File: config.mk
export PLATFORM = sky130hd
export DESIGN_NAME = posit_encoder
export DESIGN_NICKNAME = d
export VERILOG_FILES = /design/src/rtl/posit_encoder.sv
export SDC_FILE = /design/constraint.sdc
export NUM_CORES = 1
export LEC_CHECK = 0
export ABC_AREA = 1
export ABC_CLOCK_PERIOD_IN_PS = 5200
export BUFFER_PORTS_ARGS = -buffer_cell sky130_fd_sc_hd__buf_2
export CORE_ASPECT_RATIO = 0.75
export CORE_MARGIN = 3
export CORE_UTILIZATION = 30
export CTS_CLUSTER_DIAMETER = 200
export DETAILED_ROUTE_END_ITERATION = 7
export GPL_TIMING_DRIVEN = 0
export PLACE_DENSITY = 0.44
export SLEW_MARGIN = 20
export SYNTH_ARGS = -nofsm -noshare
export SYNTH_HDL_FRONTEND = slang
export SYNTH_SLANG_ARGS = --single-unit
File: constraint.sdc
create_clock -name clk -period 5.2 [get_ports clk]
set_input_delay 0.26 -clock clk [delete_from_list [all_inputs] [get_ports clk]]
set_output_delay 0.26 -clock clk [all_outputs]
set_load 0.005 [all_outputs]
File: src/rtl/posit_encoder.sv
// Serially packs a normalized product (sign, regime k, 3-bit exp, 64-bit mantissa) into a 32-bit ES=3 posit.
// Fixed 35-cycle done->valid latency; result held on valid until ack, done_in ignored while busy.
module posit_encoder (
    input  logic        clk,
    input  logic        rst,
    input  logic        done_in,
    input  logic [63:0] mant_in,
    input  logic [2:0]  exp_in,
    input  logic [5:0]  k_in,
    input  logic        sign_in,
    output logic        recieved,
    output logic [31:0] posit_out,
    output logic        valid,
    input  logic        ack,
    output logic        busy
);
    typedef enum logic [2:0] {
        S_IDLE, S_CAPTURE, S_BUILD, S_ROUND, S_SIGN, S_OUT
    } state_t;

    state_t      r_state, w_next;
    logic        r_armed;
    logic [63:0] r_mant;
    logic [2:0]  r_exp;
    logic [5:0]  r_k;
    logic        r_sign;
    logic [4:0]  r_cnt;
    logic [30:0] r_body;

    logic [6:0]   w_k_ext;
    logic [6:0]   w_run_len;
    logic [127:0] w_tail;
    logic [127:0] w_stream;
    logic         w_guard;
    logic         w_sticky;
    logic [31:0]  w_inc;
    logic [30:0]  w_rounded;
    logic [31:0]  w_posit;

    // Whole bit stream, MSB = stream position 0: regime run, terminator, exp, fraction, zeros.
    assign w_k_ext   = {r_k[5], r_k};
    assign w_run_len = r_k[5] ? (7'd0 - w_k_ext) : (w_k_ext + 7'd1);
    assign w_tail    = {r_k[5], r_exp, r_mant[61:0], 62'd0};
    assign w_stream  = (r_k[5] ? 128'd0 : ~({128{1'b1}} >> w_run_len)) | (w_tail >> w_run_len);
    assign w_guard   = w_stream[96];
    assign w_sticky  = |w_stream[95:0];
    assign w_inc     = {1'b0, r_body} + 32'd1;
    assign w_posit   = r_sign ? (~{1'b0, r_body} + 32'd1) : {1'b0, r_body};

    always_comb begin
        w_rounded = r_body;
        if (w_guard && (w_sticky || r_body[0]))
            w_rounded = w_inc[31] ? 31'h7FFF_FFFF : w_inc[30:0];
        if (r_mant == 64'd0)
            w_rounded = 31'd0;
        else if (!r_k[5] && (r_k[4:0] >= 5'd30))
            w_rounded = 31'h7FFF_FFFF;
        else if (r_k[5] && (r_k[4:0] <= 5'd1))
            w_rounded = 31'd1;
        else if (w_rounded == 31'd0)
            w_rounded = 31'd1;
    end

    always_comb begin
        w_next = r_state;
        case (r_state)
            S_IDLE:    if (done_in && r_armed) w_next = S_CAPTURE;
            S_CAPTURE: w_next = S_BUILD;
            S_BUILD:   if (r_cnt == 5'd30) w_next = S_ROUND;
            S_ROUND:   w_next = S_SIGN;
            S_SIGN:    w_next = S_OUT;
            S_OUT:     if (ack) w_next = S_IDLE;
            default:   w_next = S_IDLE;
        endcase
    end

    always_ff @(posedge clk or posedge rst) begin
        if (rst) begin
            r_state   <= S_IDLE;
            r_armed   <= 1'b1;
            r_mant    <= 64'd0;
            r_exp     <= 3'd0;
            r_k       <= 6'd0;
            r_sign    <= 1'b0;
            r_cnt     <= 5'd0;
            r_body    <= 31'd0;
            recieved  <= 1'b0;
            valid     <= 1'b0;
            busy      <= 1'b0;
            posit_out <= 32'd0;
        end else begin
            r_state  <= w_next;
            recieved <= (w_next == S_CAPTURE);
            valid    <= (w_next == S_OUT);
            busy     <= (w_next != S_IDLE);
            // Armed only re-arms after done_in is seen low, so the trailing done cycle cannot re-capture.
            if (r_state == S_CAPTURE)
                r_armed <= 1'b0;
            else if (!done_in)
                r_armed <= 1'b1;
            case (r_state)
                S_CAPTURE: begin
                    r_mant <= mant_in;
                    r_exp  <= exp_in;
                    r_k    <= k_in;
                    r_sign <= sign_in;
                    r_cnt  <= 5'd0;
                end
                S_BUILD: begin
                    r_body[5'd30 - r_cnt] <= w_stream[7'd127 - {2'b00, r_cnt}];
                    r_cnt <= r_cnt + 5'd1;
                end
                S_ROUND: r_body <= w_rounded;
                S_SIGN:  posit_out <= w_posit;
                default: ;
            endcase
        end
    end
endmodule
==> results.sh <==
export IMPL_holdCritPathClass="in -> reg"
export IMPL_cts_buffers=17
export IMPL_instances_no_fill=2952
export IMPL_rsz0062_at_grt="false"
export IMPL_fin_nets=2443
export IMPL_port_buffers=112
export IMPL_seq_area_mm2=0.00373
export IMPL_first_iter_violations=1964
export IMPL_slew_headroom=0.395
export IMPL_hold_viol_final=0
export IMPL_crit_slowest_cell="clkbuf_1"
export IMPL_grt_max_degree=83
export IMPL_cp_end_kind="register"
export IMPL_die_w_um=253
export IMPL_wl_um=64600
export IMPL_post_place_cells=2919
export IMPL_layout_min_cycle_time_ps=4760
export IMPL_max_stage_delay_ps=590
export IMPL_clock_sinks=149
export IMPL_start_util=0.305
export IMPL_synth_top_area_cell="dfrtp_1"
export IMPL_synth_fp_nets=2310
export IMPL_gr_total_overflow=0
export IMPL_max_freq_mhz=210
export IMPL_skew_ps=19.9
export IMPL_path_common_cell="nand2_1"
export IMPL_worstSetupPathType="reg -> reg"
export IMPL_ant_nets=0
export IMPL_cts_tree="built"
export IMPL_finalCritPeriodShare=0.916
export IMPL_place_congestion=1.01
export IMPL_slew_violations=0
export IMPL_grt_pass1_wl_um=96600
export IMPL_required_ps=5580
export IMPL_antenna_found_initial=0
export IMPL_setup_viol=0
export IMPL_r2r_end="r_body[0]$_DFFE_PP0P_"
export IMPL_cts_setup_buffers=0
export IMPL_areaGrowthSynthToFinish_pct=14.2
export IMPL_row_count=67
export IMPL_wl_per_cell_um=21.9
export IMPL_pin_count=113
export IMPL_synth_area_leaders="dfrtp_1, nand2_1, nand3_1, mux2_2, nor2_1"
export IMPL_synthDistinctLibCells=46
export IMPL_synth_seq_cells=149
export IMPL_synthCells=2220
export IMPL_via_count=16300
export IMPL_tightestPinTransition_ps=904
export IMPL_yosysTopAreaCellShare=0.270
export IMPL_htree_num_levels=4
export IMPL_ys_flop_type="dfrtp_1"
export IMPL_synth_edf_count=0
export IMPL_crit_fanout=10
export IMPL_grt_pass1_vias=15000
export IMPL_startpoint_type="register"
export IMPL_whs_endpoint="r_mant[29]$_DFFE_PP0P_"
export IMPL_multi_input_comb_area_mm2=0.00880
export IMPL_vias_per_cell=5.53
export IMPL_clk_latency_ps=460
export IMPL_dp_hpwl_um=52000
export IMPL_firstDrtPassIters=6
export IMPL_ys_seq_area_frac=0.272
export IMPL_reg2reg_depth=28
export IMPL_reg2reg_from="r_k[0]$_DFFE_PP0P_"
export IMPL_drive_gt1_frac=0.133
export IMPL_clk_path_buf_depth=2
export IMPL_ys_async_sr_fraction=1.00
export IMPL_cap_violations=0
export IMPL_die_area_mm2=0.0483
export IMPL_grt_usage=0.268
export IMPL_yosysWarnings=0
export IMPL_n_fill_cell=5011
export IMPL_antennaDiodeCount=0
export IMPL_status="finished clean"
export IMPL_synth_area_per_cell_um2=6.17
export IMPL_coreArea_mm2=0.0448
export IMPL_drc=0
export IMPL_netlist_area_mm2=0.0137
export IMPL_cp_arrival_ps=5140
export IMPL_ff2ff_setup_slack_ps=440
export IMPL_root_buffer="clkbuf_16"
export IMPL_die_y_um=191
export IMPL_hold_depth=2
export IMPL_hp_start="mant_in[29]"
export IMPL_clk_pin_slew_worst_paths_ps=70
## flip-flops by register name, indices dropped and copies added, names as in the netlist
name and count:
r_k 6, posit_out 32, r_exp 3, r_state 3, busy 1, recieved 1
r_mant 64, r_sign 1, r_armed 1, valid 1, r_cnt 5, r_body 31
## repair_timing
action / 4_1_cts / 5_1_grt
hold endpoints to repair: 80 / 0
setup endpoints to repair: 0 / 2
hold buffers: 1 / 0
gates resized for setup: 0 / 13
## cell families (layout without fill, tap and decap cells)
group | after synthesis | in the layout | synth area share
AO/OA/AOI/OAI | 244 | 244 | 0.0997
XOR/XNOR | 42 | 42 | 0.0269
adder cells (fa/ha/maj) | 12 | 12 | 0.0110
buffers and inverters | 261 | 407 | 0.0851
flip-flops | 149 | 149 | 0.272
multiplexers | 62 | 62 | 0.0510
AND/OR/NAND/NOR | 1450 | 1450 | 0.454
## layer usage
| metal | vias up | routed length [µm] | track usage |
|---|---|---|---|
| li1 | 7685 | - | - |
| met3 | 33 | 8520 | 0.0939 |
| met4 | 0 | 504 | 0.0448 |
| met1 | 7750 | 33900 | 0.454 |
| met2 | 848 | 21600 | 0.304 |
| met5 | - | 0 | 0 |
## worst max-delay path by stage
stage / start / to / slack [ps] / depth (start not counted)
after global placement: rst / r_mant[38]$_DFFE_PP0P_ / -1190 / 2
after detailed placement: r_k[0]$_DFFE_PP0P_ / r_body[0]$_DFFE_PP0P_ / 420 / 26
after floorplan: rst / busy$_DFF_PP0_ / 930 / 1
after CTS: r_k[0]$_DFFE_PP0P_ / r_body[0]$_DFFE_PP0P_ / 400 / 26
after global routing: r_k[0]$_DFFE_PP0P_ / r_body[0]$_DFFE_PP0P_ / 5 / 30
final: r_k[0]$_DFFE_PP0P_ / r_body[0]$_DFFE_PP0P_ / 440 / 28
## through the flow
step	setup slack (ps)	hold WS [ps]	util	instance area, µm²	TNS (ps)
finish	438	23.8	0.349	15600	0
global route	4.78	12.2	0.349	15600	0
CTS	396	5.59	0.348	15600	0
detailed placement	424	408	0.335	15000	0
global placement	-1190	466	0.334	15000	-172440
floorplan	934	399	-	13700	0
## Yosys cell counts (3+ instances only)
| master | n |
|---|---|
| nand2_1 | 764 |
| nand3_1 | 385 |
| nor2_1 | 184 |
| dfrtp_1 | 148 |
| o21ai_0 | 107 |
| inv_1 | 102 |
| clkbuf_1 | 74 |
| mux2_2 | 62 |
| a21oi_1 | 50 |
| buf_2 | 47 |
| xor2_1 | 40 |
| a31oi_1 | 34 |
| nor3_1 | 30 |
| nand4_1 | 28 |
| nor4_1 | 26 |
| o21ai_1 | 16 |
| or2_2 | 13 |
| buf_6 | 12 |
| ha_1 | 12 |
| o211ai_1 | 11 |
| o22ai_1 | 10 |
| buf_4 | 9 |
| buf_1 | 7 |
| o221ai_1 | 7 |
| inv_2 | 6 |
| and2_1 | 4 |
| nand2_2 | 4 |
| clkinv_1 | 3 |
| nor2_2 | 3 |
## placed cells by master, fill, tap and decap left out, types with 26 or more instances in the layout
| master | n |
|---|---|
| mux2_2 | 62 |
| nand2_1 | 764 |
| nor4_1 | 26 |
| nand4_1 | 28 |
| dfrtp_1 | 148 |
| a31oi_1 | 34 |
| xor2_1 | 40 |
| nand3_1 | 385 |
| clkbuf_1 | 71 |
| nor2_1 | 183 |
| inv_1 | 101 |
| nor3_1 | 30 |
| buf_2 | 158 |
| a21oi_1 | 50 |
| o21ai_0 | 106 |
## worst max-delay path, delay by kind of cell, from the launching register on
| kind | cells | cell delay (ps) |
|---|---|---|
| AO/OA/AOI/OAI | 3 | 370 |
| AND/OR/NAND/NOR | 19 | 2300 |
| adder cells (fa/ha/maj) | 1 | 320 |
| flip-flops | 1 | 450 |
| buffers and inverters | 5 | 1230 |
## final cells by class
type,count,area share
Timing Repair Buffer,114,0.0382
Tap cell,586,0.0469
Clock buffer,22,0.0303
Inverter,112,0.0275
Sequential cell,149,0.239
Clock inverter,10,0.00776
Buffer,149,0.0480
Multi-Input combinational cell,1810,0.563
Power is left out: the tool's default activity adds up to more than one toggle a clock period on the data nets, which glitch-free logic cannot reach.
